File: src/rtl/run_sequencer.sv
// Host-side run controller: preloads core data memory, holds/releases core reset,
// counts RUN cycles until core_done. Optional watchdog abort via RUN_SEQ_WATCHDOG_EN.
module run_sequencer #(
  parameter int          AW      = 8,
  parameter int          DW      = 8,
  parameter int          CW      = 16,
  parameter int          RST_CYC = 2,
  parameter int unsigned TIMEOUT = 16'hFFFF
) (
  input  logic          clk,
  input  logic          reset,
  input  logic          start,
  input  logic          ld_valid,
  output logic          ld_ready,
  input  logic [AW-1:0] ld_addr,
  input  logic [DW-1:0] ld_data,
  input  logic          ld_last,
  output logic          busy,
  output logic          run_done,
  output logic          timed_out,
  output logic [CW-1:0] cycle_cnt,
  output logic          core_reset,
  output logic          core_req,
  input  logic          core_done,
  output logic          mem_wr_en,
  output logic [AW-1:0] mem_addr,
  output logic [DW-1:0] mem_dat
);

  typedef enum logic [2:0] {S_IDLE, S_LOAD, S_RST, S_RUN, S_DONE, S_TMO} state_t;

  localparam int RW = (RST_CYC < 2) ? 1 : $clog2(RST_CYC + 1);

  state_t        state_q;
  logic [RW-1:0] rst_cnt_q;
  logic [CW-1:0] cycle_cnt_q, cycle_cnt_d;
  logic          ld_ready_q, busy_q, run_done_q, timed_out_q;
  logic          core_reset_q, core_req_q;
  logic          accept, tmo_hit;

  assign accept      = ld_ready_q && ld_valid;
  assign cycle_cnt_d = (&cycle_cnt_q) ? cycle_cnt_q : cycle_cnt_q + 1'b1;

`ifdef RUN_SEQ_WATCHDOG_EN
  assign tmo_hit = (cycle_cnt_q == CW'(TIMEOUT));
`else
  logic unused_timeout;
  assign unused_timeout = (cycle_cnt_q == CW'(TIMEOUT));
  assign tmo_hit        = 1'b0;
`endif

  always_ff @(posedge clk) begin
    if (reset) begin
      state_q      <= S_IDLE;
      rst_cnt_q    <= '0;
      cycle_cnt_q  <= '0;
      ld_ready_q   <= 1'b0;
      busy_q       <= 1'b0;
      run_done_q   <= 1'b0;
      timed_out_q  <= 1'b0;
      core_reset_q <= 1'b1;
      core_req_q   <= 1'b0;
    end else begin
      core_req_q <= 1'b0;
      unique case (state_q)
        S_IDLE, S_DONE, S_TMO: begin
          if (start) begin
            state_q     <= S_LOAD;
            ld_ready_q  <= 1'b1;
            busy_q      <= 1'b1;
            run_done_q  <= 1'b0;
            timed_out_q <= 1'b0;
            cycle_cnt_q <= '0;
          end
        end
        S_LOAD: begin
          if (accept && ld_last) begin
            state_q    <= S_RST;
            ld_ready_q <= 1'b0;
            rst_cnt_q  <= RW'(RST_CYC);
          end
        end
        S_RST: begin
          if (rst_cnt_q == RW'(1)) begin
            state_q      <= S_RUN;
            core_reset_q <= 1'b0;
            core_req_q   <= 1'b1;
          end else begin
            rst_cnt_q <= rst_cnt_q - 1'b1;
          end
        end
        S_RUN: begin
          // A completion in the same cycle as the watchdog limit counts as a normal finish.
          if (core_done) begin
            state_q      <= S_DONE;
            run_done_q   <= 1'b1;
            core_reset_q <= 1'b1;
            busy_q       <= 1'b0;
          end else begin
            cycle_cnt_q <= cycle_cnt_d;
            if (tmo_hit) begin
              state_q      <= S_TMO;
              timed_out_q  <= 1'b1;
              core_reset_q <= 1'b1;
              busy_q       <= 1'b0;
            end
          end
        end
        default: state_q <= S_IDLE;
      endcase
    end
  end

  assign ld_ready   = ld_ready_q;
  assign busy       = busy_q;
  assign run_done   = run_done_q;
  assign timed_out  = timed_out_q;
  assign cycle_cnt  = cycle_cnt_q;
  assign core_reset = core_reset_q;
  assign core_req   = core_req_q;

  // Zero-latency write path; a beat coinciding with reset is dropped.
  assign mem_wr_en = accept && !reset;
  assign mem_addr  = ld_addr;
  assign mem_dat   = ld_data;

endmodule
File: config.mk
export PLATFORM = sky130hd
export DESIGN_NAME = run_sequencer
export DESIGN_NICKNAME = d
export VERILOG_FILES = /design/src/rtl/run_sequencer.sv
export SDC_FILE = /design/constraint.sdc
export NUM_CORES = 1
export LEC_CHECK = 0
export BUFFER_PORTS_ARGS = -buffer_cell sky130_fd_sc_hd__buf_4
export CELL_PAD_IN_SITES_DETAIL_PLACEMENT = 2
export CELL_PAD_IN_SITES_GLOBAL_PLACEMENT = 2
export CORE_ASPECT_RATIO = 0.5
export CORE_MARGIN = 2
export CORE_UTILIZATION = 29
export DETAILED_ROUTE_END_ITERATION = 16
export PLACE_DENSITY = 0.83
export SLEW_MARGIN = 20
export SYNTH_ARGS = -nofsm -noshare
export SYNTH_HDL_FRONTEND = slang
export SYNTH_SLANG_ARGS = --single-unit
export TNS_END_PERCENT = 100
File: constraint.sdc
create_clock -name clk -period 4.8 [get_ports clk]
set_input_delay 0.48 -clock clk [delete_from_list [all_inputs] [get_ports clk]]
set_output_delay 0.48 -clock clk [all_outputs]
set_load 0.02 [all_outputs]
-- After elaboration in Yosys (flattened, before gate mapping)
Cells that the tools add are included.
- muxes and demuxes: 23
- multiply operators: 0
- reduce and logical (&&, ||, !) cells: 18
- $lt $le $gt $ge: 0
- equal/unequal tests: 13
- divide/modulo/power cells: 0
- bitwise logic cells: 1
- shift-type cells: 0
- add/sub/neg operators: 2
- operator list (operator ; number):
    16-bit two-way mux ; 3
    16-bit one-hot mux with 2 select lines ; 1
    16-bit by 1-bit adder with 16-bit output, second input constant ; 1
    16-bit AND reduction ; 1
    2-bit != test, second input constant ; 7
    3-bit two-way mux ; 4
    3-bit one-hot mux with 4 select lines ; 1
    3-bit AND reduction ; 4
    1-bit one-hot mux with 2 select lines ; 4
    4-bit AND reduction ; 2
    2-bit nonzero test ; 4
    1-bit two-way mux ; 7
    3-bit by 2-bit == test with 1-bit output, second input constant ; 2
    3-bit == test, second input constant ; 2
    2-bit two-way mux ; 2
    2-bit one-hot mux with 2 select lines ; 1
    3-bit by 1-bit == test with 1-bit output, second input constant ; 1
    1-bit logical AND ; 3
    3-bit logical NOT ; 1
    3-bit OR reduction ; 1
    2-bit by 1-bit == test with 1-bit output, second input constant ; 1
    2-bit OR reduction ; 1
    2-bit by 1-bit subtractor with 2-bit output, second input constant ; 1
    1-bit logical NOT ; 1
    1-bit NOT ; 1
- register bits after elaboration: 26
- output and inout port bits: 39
- memories: 0
- latch bits: 0
- word-level logic and storage cells: 65
- RAM bits: 0
- ROM bits: 0

-- Depth between registers and ports, before layout
Gate-level depths: netlist of the first run.
- depth after elaboration: 4
- gate-level depth with buffers: 6
- mapped depth without buffers: 6

-- Least setup slack after synthesis of the first run
OpenSTA, ideal clock, no wires.
- path kind: register -> register
- from: register cycle_cnt_q[1], in the netlist cycle_cnt[1]
- to: register cycle_cnt_q[4], in the netlist cycle_cnt[4]
- clock period less this slack: 1.934 ns
- setup slack: 2.866 ns
- cell stages (with the launch flop): 7
- data required time: 4.666 ns
- setup time: 0.134 ns
- arrival: 1.801 ns
- cell sequence: dfxtp_1 -> ha_1 -> nand4_4 -> or4_4 -> buf_6 -> a31oi_1 -> a21oi_1
- cells in the longest elaborated chain, start to end: 4
- elaborated cells between the ends (all ways): 7
- ends and longest elaborated chain (item ; RTL line ; source):
    start: declaration ; 36 ; logic [CW-1:0] cycle_cnt_q, cycle_cnt_d;
    start signal: assignment ; 100 ; cycle_cnt_q <= cycle_cnt_d;
    16-bit by 1-bit adder with 16-bit output ; 42 ; assign cycle_cnt_d = (&cycle_cnt_q) ? cycle_cnt_q : cycle_cnt_q + 1'b1;
    16-bit two-way mux ; 42 ;
    16-bit two-way mux ; 94 ; if (core_done) begin
    16-bit one-hot mux with 2 select lines ; 65 ; unique case (state_q)
Several ways; a longest one is shown, not always the timed one. The select of a mux whose other input is x is not followed.
A chain may end at the register's enable or synchronous reset.

-- Worst setup path after layout of the first run
- from: register state_q[1]
- to: register cycle_cnt_q[14], in the netlist cycle_cnt[14]
- cells in the longest elaborated chain, start to end: 4
- elaborated cells between the ends (all ways): 11
- ends and longest elaborated chain (item ; RTL line ; source):
    start: declaration ; 34 ; state_t state_q;
    start signal: assignment ; 54 ; state_q <= S_IDLE;
    start signal: assignment ; 68 ; state_q <= S_LOAD;
    start signal: assignment ; 78 ; state_q <= S_RST;
    3-bit == test / 3-bit logical NOT (equally long branches) ; 65 ;
    3-bit OR reduction ; 65 ;
    2-bit != test (no line) / 2-bit nonzero test (equally long branches) ; n/a ;
    4-bit AND reduction (no line) ; n/a ;
Several ways; a longest one is shown, not always the timed one.

==> impl_results.md, run 1 <==
* Peak supply drop at 138 uV
* Vias in the first global route at 1690
* Reg clk slew, reported paths at 0.07 ns
* Ant. Diodes at 0
* Cell row count at 19
* Part of the cycle the worst path needs at 0.455
* Clk_skew at 0.00399 ns
* Synth cell types at 49
* Drt drc at 0
* Post-synthesis simple-gate area fraction at 0.279
* Yosys reg bits at 26
* Fin nets at 232
* Register area share after synthesis at 0.312
* CP max stage cell: nor2_1
* Fin Setup TNS at 0 ns
* Critical path startpoint category: flop
* Layout cells sized above 1 at 0.222
* Post-DRT Antenna Nets at 0
* Compound-cell area share of the yosys netlist at 0.256
* Fraction of registers with async set/reset at 0
* Vias/cell at 5.49
* Largest net degree at the start of global routing at 21
* Final setup violation count at 0
* Mux cell area share after synthesis at 0.0120
* First-pass GRT wire length at 8670 microns
* Post-Route WL at 5070 microns
* Vias at 1538
* Most frequent cells in the layout: 27 x buf_4, 26 x dfxtp_1, 17 x nand2_1, 15 x nor2_1, 14 x a31oi_1
* EDFF count, synth at 0
* CP Max Fanout at 14
* Area contributors post-synth: dfxtp_1 31%, buf_4 7.7%, a31oi_1 5.3%, nand2_1 3.8%, a21oi_1 3.6%
* Htree depth at 1
* Power Density at 273 nW/um^2
* Worst path max stage delay at 0.62 ns
* Total CTS buffers at 3
* CTS Buffer Depth at 2
* Post-synth design cell area at 1670 sq um
* Delay-heaviest family, CP: simple AND/OR/NAND/NOR gates
* Commonest non-fill, non-tap cell in the layout: buf_4
* Cell taking the most area after synthesis: dfxtp_1
* Leakage at 0.000728 uW
* Initial antenna violation count at 0
* Initial Utilization at 0.302
* Gp weighted congestion at 0.758
* GRT Util Overall at 0.167
* Status: complete, no violations
* Top-area cell type share of the netlist area at 0.312
* Min Tclk post-route at 2.18 ns
* CTS tree: done
* Avg Cell Area, Syn at 8.21 sq um
* Worst Path Buf+Inv at 0
* DR iter-0 viols at 28
* Die Span Y at 57.6 microns
* I/O Pins at 61
* Synth Area in XOR/XNOR at 0
* Crit Path Category: flop to flop
* Total power at 515 uW
* Post-DP HPWL at 3840 microns
* Routed wire length per instance at 18.1 microns
* Required @ worst endpoint at 4.98 ns
* Mapped Cells at 203
* Worst EP arrival at 2.37 ns
* Post-synth top flop: dfxtp_1
* Unrepaired setup endpoints after global routing: no
* Fin. Hold Viols at 0
* Slew Limit Fails at 0
* Die Span X at 111 microns
* Router iterations before antenna repair at 4
* Syn. warnings at 0
* Slew headroom at 0.416
* CTS Root Cell: clkbuf_16
* Peak Freq at 458 MHz
* Largest family of logic cells by synthesized area: simple AND/OR/NAND/NOR gates
* Worst min-delay path category: flop to flop
* IO buf count at 27
* CP Cell Sequence: nand4bb_1 > nor2_1 > a41oi_1 > a31oi_1
* Setup Buffers After CTS at 0
* Critical Path End Type: flop
* Clk_lat worst skew at 0.26 ns
* Hold_buf cts at 0
* # clock sinks at 26
* Core ar. at 5520 sq um
* Least-Margin Pin Slew at 0.869 ns
* Synth Area in Adders at 0.0150
* MaxCap Viol Count at 0
* Grt ovf at 0
* Area Growth Syn to Fin at 13.2%
* Synth Net Count at 227
* Post-CTS resize count at 0
* DIE AREA at 6410 sq um
## flip-flops by register name, summed over array words and instances (netlist names)
signal / count
busy: 1
core_req: 1
core_reset: 1
cycle_cnt: 16
ld_ready: 1
rst_cnt_q: 2
run_done: 1
state_q: 3
## metal layers
layer / vias up / GRT usage / wire (microns)
li1: 737 / - / -
met1: 768 / 0.213 / 2410
met2: 25 / 0.292 / 2460
met3: 8 / 0.0340 / 149
met4: 0 / 0.0494 / 45
met5: - / 0 / 0
## worst paths after layout
check / end / cells past startpoint / start / slack [ns]
worst max-delay path: cycle_cnt[14] / 4 / state_q[1] / 2.62
worst min-delay path: run_done / 2 / run_done / 0.50
worst min register to register: run_done / 2 / run_done / 0.50
worst max register to register: cycle_cnt[14] / 4 / state_q[1] / 2.62
## area by class of cell
cell class,instances,area [sq um]
clock buffers,3,75.1
flip-flops and latches,26,520
clock inverters,1,30.0
well taps,73,91.3
inverters,7,26.3
repair buffers,27,203
fillers,638,3630
multi-input cells,143,941
## Yosys cell counts (all sizes together), types with 2 or more instances
master / count
dfxtp: 26
buf: 23
nand2: 17
nor2: 15
a21oi: 14
a31oi: 14
o21ai: 8
inv: 7
nand3: 7
a211oi: 6
a21o: 6
and3: 6
nor3: 6
nand4: 5
clkbuf: 4
a41oi: 3
and4: 3
nand3b: 3
a211o: 2
ha: 2
mux2i: 2
nand2b: 2
nor2b: 2
o21a: 2
or4: 2
## worst register-to-register path, stage by stage (launching register included)
cell and delay (ns):
dfxtp_1 0.60, nand4bb_1 0.42, nor2_1 0.62, a41oi_1 0.25, a31oi_1 0.21
## power breakdown
group          total [uW]  internal (uW)  switching, uW
clock network         247            166           81.3
registers             226            220           6.91
logic                41.2           16.0           25.2
## stage by stage
| step | util | area, sq um | setup slack [ns] | hold slack [ns] | instances |
|---|---|---|---|---|---|
| floorplan | - | 1670 | 2.87 | 0.469 | 203 |
| CTS | 0.342 | 1890 | 2.63 | 0.506 | 280 |
| global route | 0.342 | 1890 | 2.42 | 0.530 | 280 |
| finish | 0.342 | 1890 | 2.62 | 0.499 | 280 |
| global placement | 0.323 | 1780 | 2.69 | 0.471 | 276 |
| detailed placement | 0.323 | 1780 | 2.54 | 0.494 | 276 |
## cell families (layout without fill, tap and decap cells)
| group | after synthesis | after routing |
|---|---|---|
| simple gates | 76 | 76 |
| buf+inv | 34 | 38 |
| compound gates | 62 | 62 |
| flops | 26 | 26 |
| fa+ha+maj | 2 | 2 |
| mux | 2 | 2 |
| other cells | 1 | 1 |
Power figures use the tool's default switching activity.
==> run 2, diff against run 1 <==
--- a/config.mk
+++ b/config.mk
@@ -10,9 +10,9 @@
 export CELL_PAD_IN_SITES_GLOBAL_PLACEMENT = 2
 export CORE_ASPECT_RATIO = 0.5
 export CORE_MARGIN = 2
-export CORE_UTILIZATION = 29
+export CORE_UTILIZATION = 25
 export DETAILED_ROUTE_END_ITERATION = 16
-export PLACE_DENSITY = 0.83
+export PLACE_DENSITY = 0.76
 export SLEW_MARGIN = 20
 export SYNTH_ARGS = -nofsm -noshare
 export SYNTH_HDL_FRONTEND = slang
==> constraint.sdc (replaced) <==
create_clock -name clk -period 2 [get_ports clk]
set_input_delay 0.2 -clock clk [delete_from_list [all_inputs] [get_ports clk]]
set_output_delay 0.2 -clock clk [all_outputs]
set_load 0.02 [all_outputs]
==> run 2 against run 1 <==
Final area grew 4.8%. Worst setup slack lost 2.4 ns. Sequential share of layout area shrank 1.3 points. Total power grew 110%. Sequential power grew 140%. Combinational power grew to 2.7 times the previous value. Clock skew shrank 0.0017 ns.
==> impl_results.md, run 2 (synthesized netlist as in run 1, its figures left out) <==
* Status: complete, no violations
* Vias in the first global route at 1653 (-2.2%)
* Peak supply drop at 267 uV (+94%)
* Clk_lat worst skew at 0.26 ns (about the same)
* DR iter-0 viols at 50 (+79%)
* Crit Path Category: flop to flop
* Fin nets at 244 (+5.2%)
* Htree depth at 1 (unchanged)
* Leakage at 0.000774 uW (+6.3%)
* Fin Setup TNS at 0 ns (unchanged)
* Die Span X at 119 microns (+7.4%)
* Unrepaired setup endpoints after global routing: no
* Initial antenna violation count at 0 (unchanged)
* Setup Buffers After CTS at 0 (unchanged)
* Router iterations before antenna repair at 3 (-1)
* Dpl cell area at 1890 sq um (+6.1%)
* Die Span Y at 61.7 microns (+7.2%)
* Area Growth Syn to Fin at 18.7%
* Least-Margin Pin Slew at 0.523 ns (-0.347 ns)
* Total CTS buffers at 3 (unchanged)
* Power Density at 558 nW/um^2 (+100%)
* Ant. Diodes at 0 (unchanged)
* Worst path max stage delay at 0.62 ns (about the same)
* Vias at 1586 (+3.1%)
* First-pass GRT wire length at 8580 microns (-0.96%)
* Gp weighted congestion at 0.783 (+3.3%)
* Cell row count at 20 (+1)
* Hold_buf cts at 0 (unchanged)
* Most common cell on crit path: a31oi_1
* Core ar. at 6260 sq um (+13%)
* Slew Limit Fails at 0 (unchanged)
* Critical Path End Type: flop
* # clock sinks at 26 (unchanged)
* Layout cells sized above 1 at 0.266 (+0.0438)
* Peak Freq at 555 MHz (+21%)
* CTS tree: done
* Clk_skew at 0.00226 ns (-0.00173 ns)
* Vias/cell at 5.18 (-5.6%)
* Largest net degree at the start of global routing at 21 (unchanged)
* CP max stage cell: or4_4
* Final setup violation count at 0 (unchanged)
* Worst EP arrival at 1.93 ns (-0.44 ns)
* Cell area after layout at 1980 sq um (+4.8%)
* Drt drc at 0 (unchanged)
* Routed wire length per instance at 17.4 microns (-3.9%)
* CP Max Fanout at 7 (-7)
* Slew headroom at 0.652 (+0.235)
* Most frequent cells in the layout: 39 x buf_4, 26 x dfxtp_1, 17 x nand2_1, 15 x nor2_1, 14 x a31oi_1
* Min Tclk post-route at 1.80 ns (-0.383 ns)
* Critical path startpoint category: flop
* Post-CTS resize count at 0 (unchanged)
* Commonest non-fill, non-tap cell in the layout: buf_4
* MaxCap Viol Count at 0 (unchanged)
* Part of the cycle the worst path needs at 0.901 (+0.446)
* Post-Route WL at 5320 microns (+5.0%)
* I/O Pins at 61 (unchanged)
* CTS Buffer Depth at 2 (unchanged)
* Grt ovf at 0 (unchanged)
* Post-DP HPWL at 4070 microns (+5.9%)
* Required @ worst endpoint at 2.12 ns (-2.86 ns)
* Post-DRT Antenna Nets at 0 (unchanged)
* Worst min-delay path category: input port to flop
* DIE AREA at 7380 sq um (+15%)
* Reg clk slew, reported paths at 0.07 ns (about the same)
* CTS Root Cell: clkbuf_16
* CP Cell Sequence: ha_4 > nand4_4 > or4_4 > a31oi_1 > a31oi_1
* IO buf count at 27 (unchanged)
* Fin. Hold Viols at 0 (unchanged)
* Max reg flops at 16 (unchanged)
* Initial Utilization at 0.266 (-0.0358)
* GRT Util Overall at 0.147 (-0.0200)
==> run 2: routing by layer <==
layer | vias to the layer above | GRT usage | wire length, microns
met3 | 14 | 0.0246 | 167
met4 | 0 | 0.0403 | 69
li1 | 766 | - | -
met2 | 18 | 0.264 | 2500
met1 | 788 | 0.189 | 2590
met5 | - | 0 | 0
==> run 2: worst max-delay path: cells and delay by family, from the launching register on <==
kind                       cells  cell delay [ns]
adders and majority gates      1             0.21
AOI/OAI and AO/OA              2             0.25
DFF                            1             0.44
and+or+nand+nor                2             0.77
==> run 2: power breakdown <==
| part | internal [uW] | leakage [uW] | switching, uW |
|---|---|---|---|
| sequential | 527 | 0.000211 | 12.2 |
| clock | 265 | 0.0000370 | 188 |
| combinational | 43.5 | 0.000527 | 67.9 |
==> run 2: worst paths after layout <==
path	start	end	slack [ns]	depth (start not counted)
setup / recovery	cycle_cnt[1]	cycle_cnt[3]	0.20	5
hold / removal	reset	cycle_cnt[5]	0.26	2
hold reg to reg	run_done	run_done	0.51	2
setup reg to reg	cycle_cnt[1]	cycle_cnt[3]	0.20	5
==> run 2: layout make-up <==
type / count / area [sq um]
tap: 88 / 110
inverter: 7 / 26.3
clock buffer: 3 / 75.1
fill: 739 / 4280
multi-input combinational: 143 / 953
timing repair buffer: 39 / 293
sequential: 26 / 520
==> run 2: metrics by stage <==
stage / setup slack, ns / hold WS, ns / std cells / util / power [uW]
2_1_floorplan: 0.0657 / 0.363 / 203 / - / 663
3_3_place_gp: 0.177 / 0.400 / 303 / 0.302 / 659
3_5_place_dp: 0.0342 / 0.400 / 303 / 0.302 / 663
4_1_cts: 0.0411 / 0.252 / 306 / 0.314 / 1120
5_1_grt: 0.0558 / 0.283 / 306 / 0.316 / 1150
6_report: 0.199 / 0.259 / 306 / 0.316 / 1100
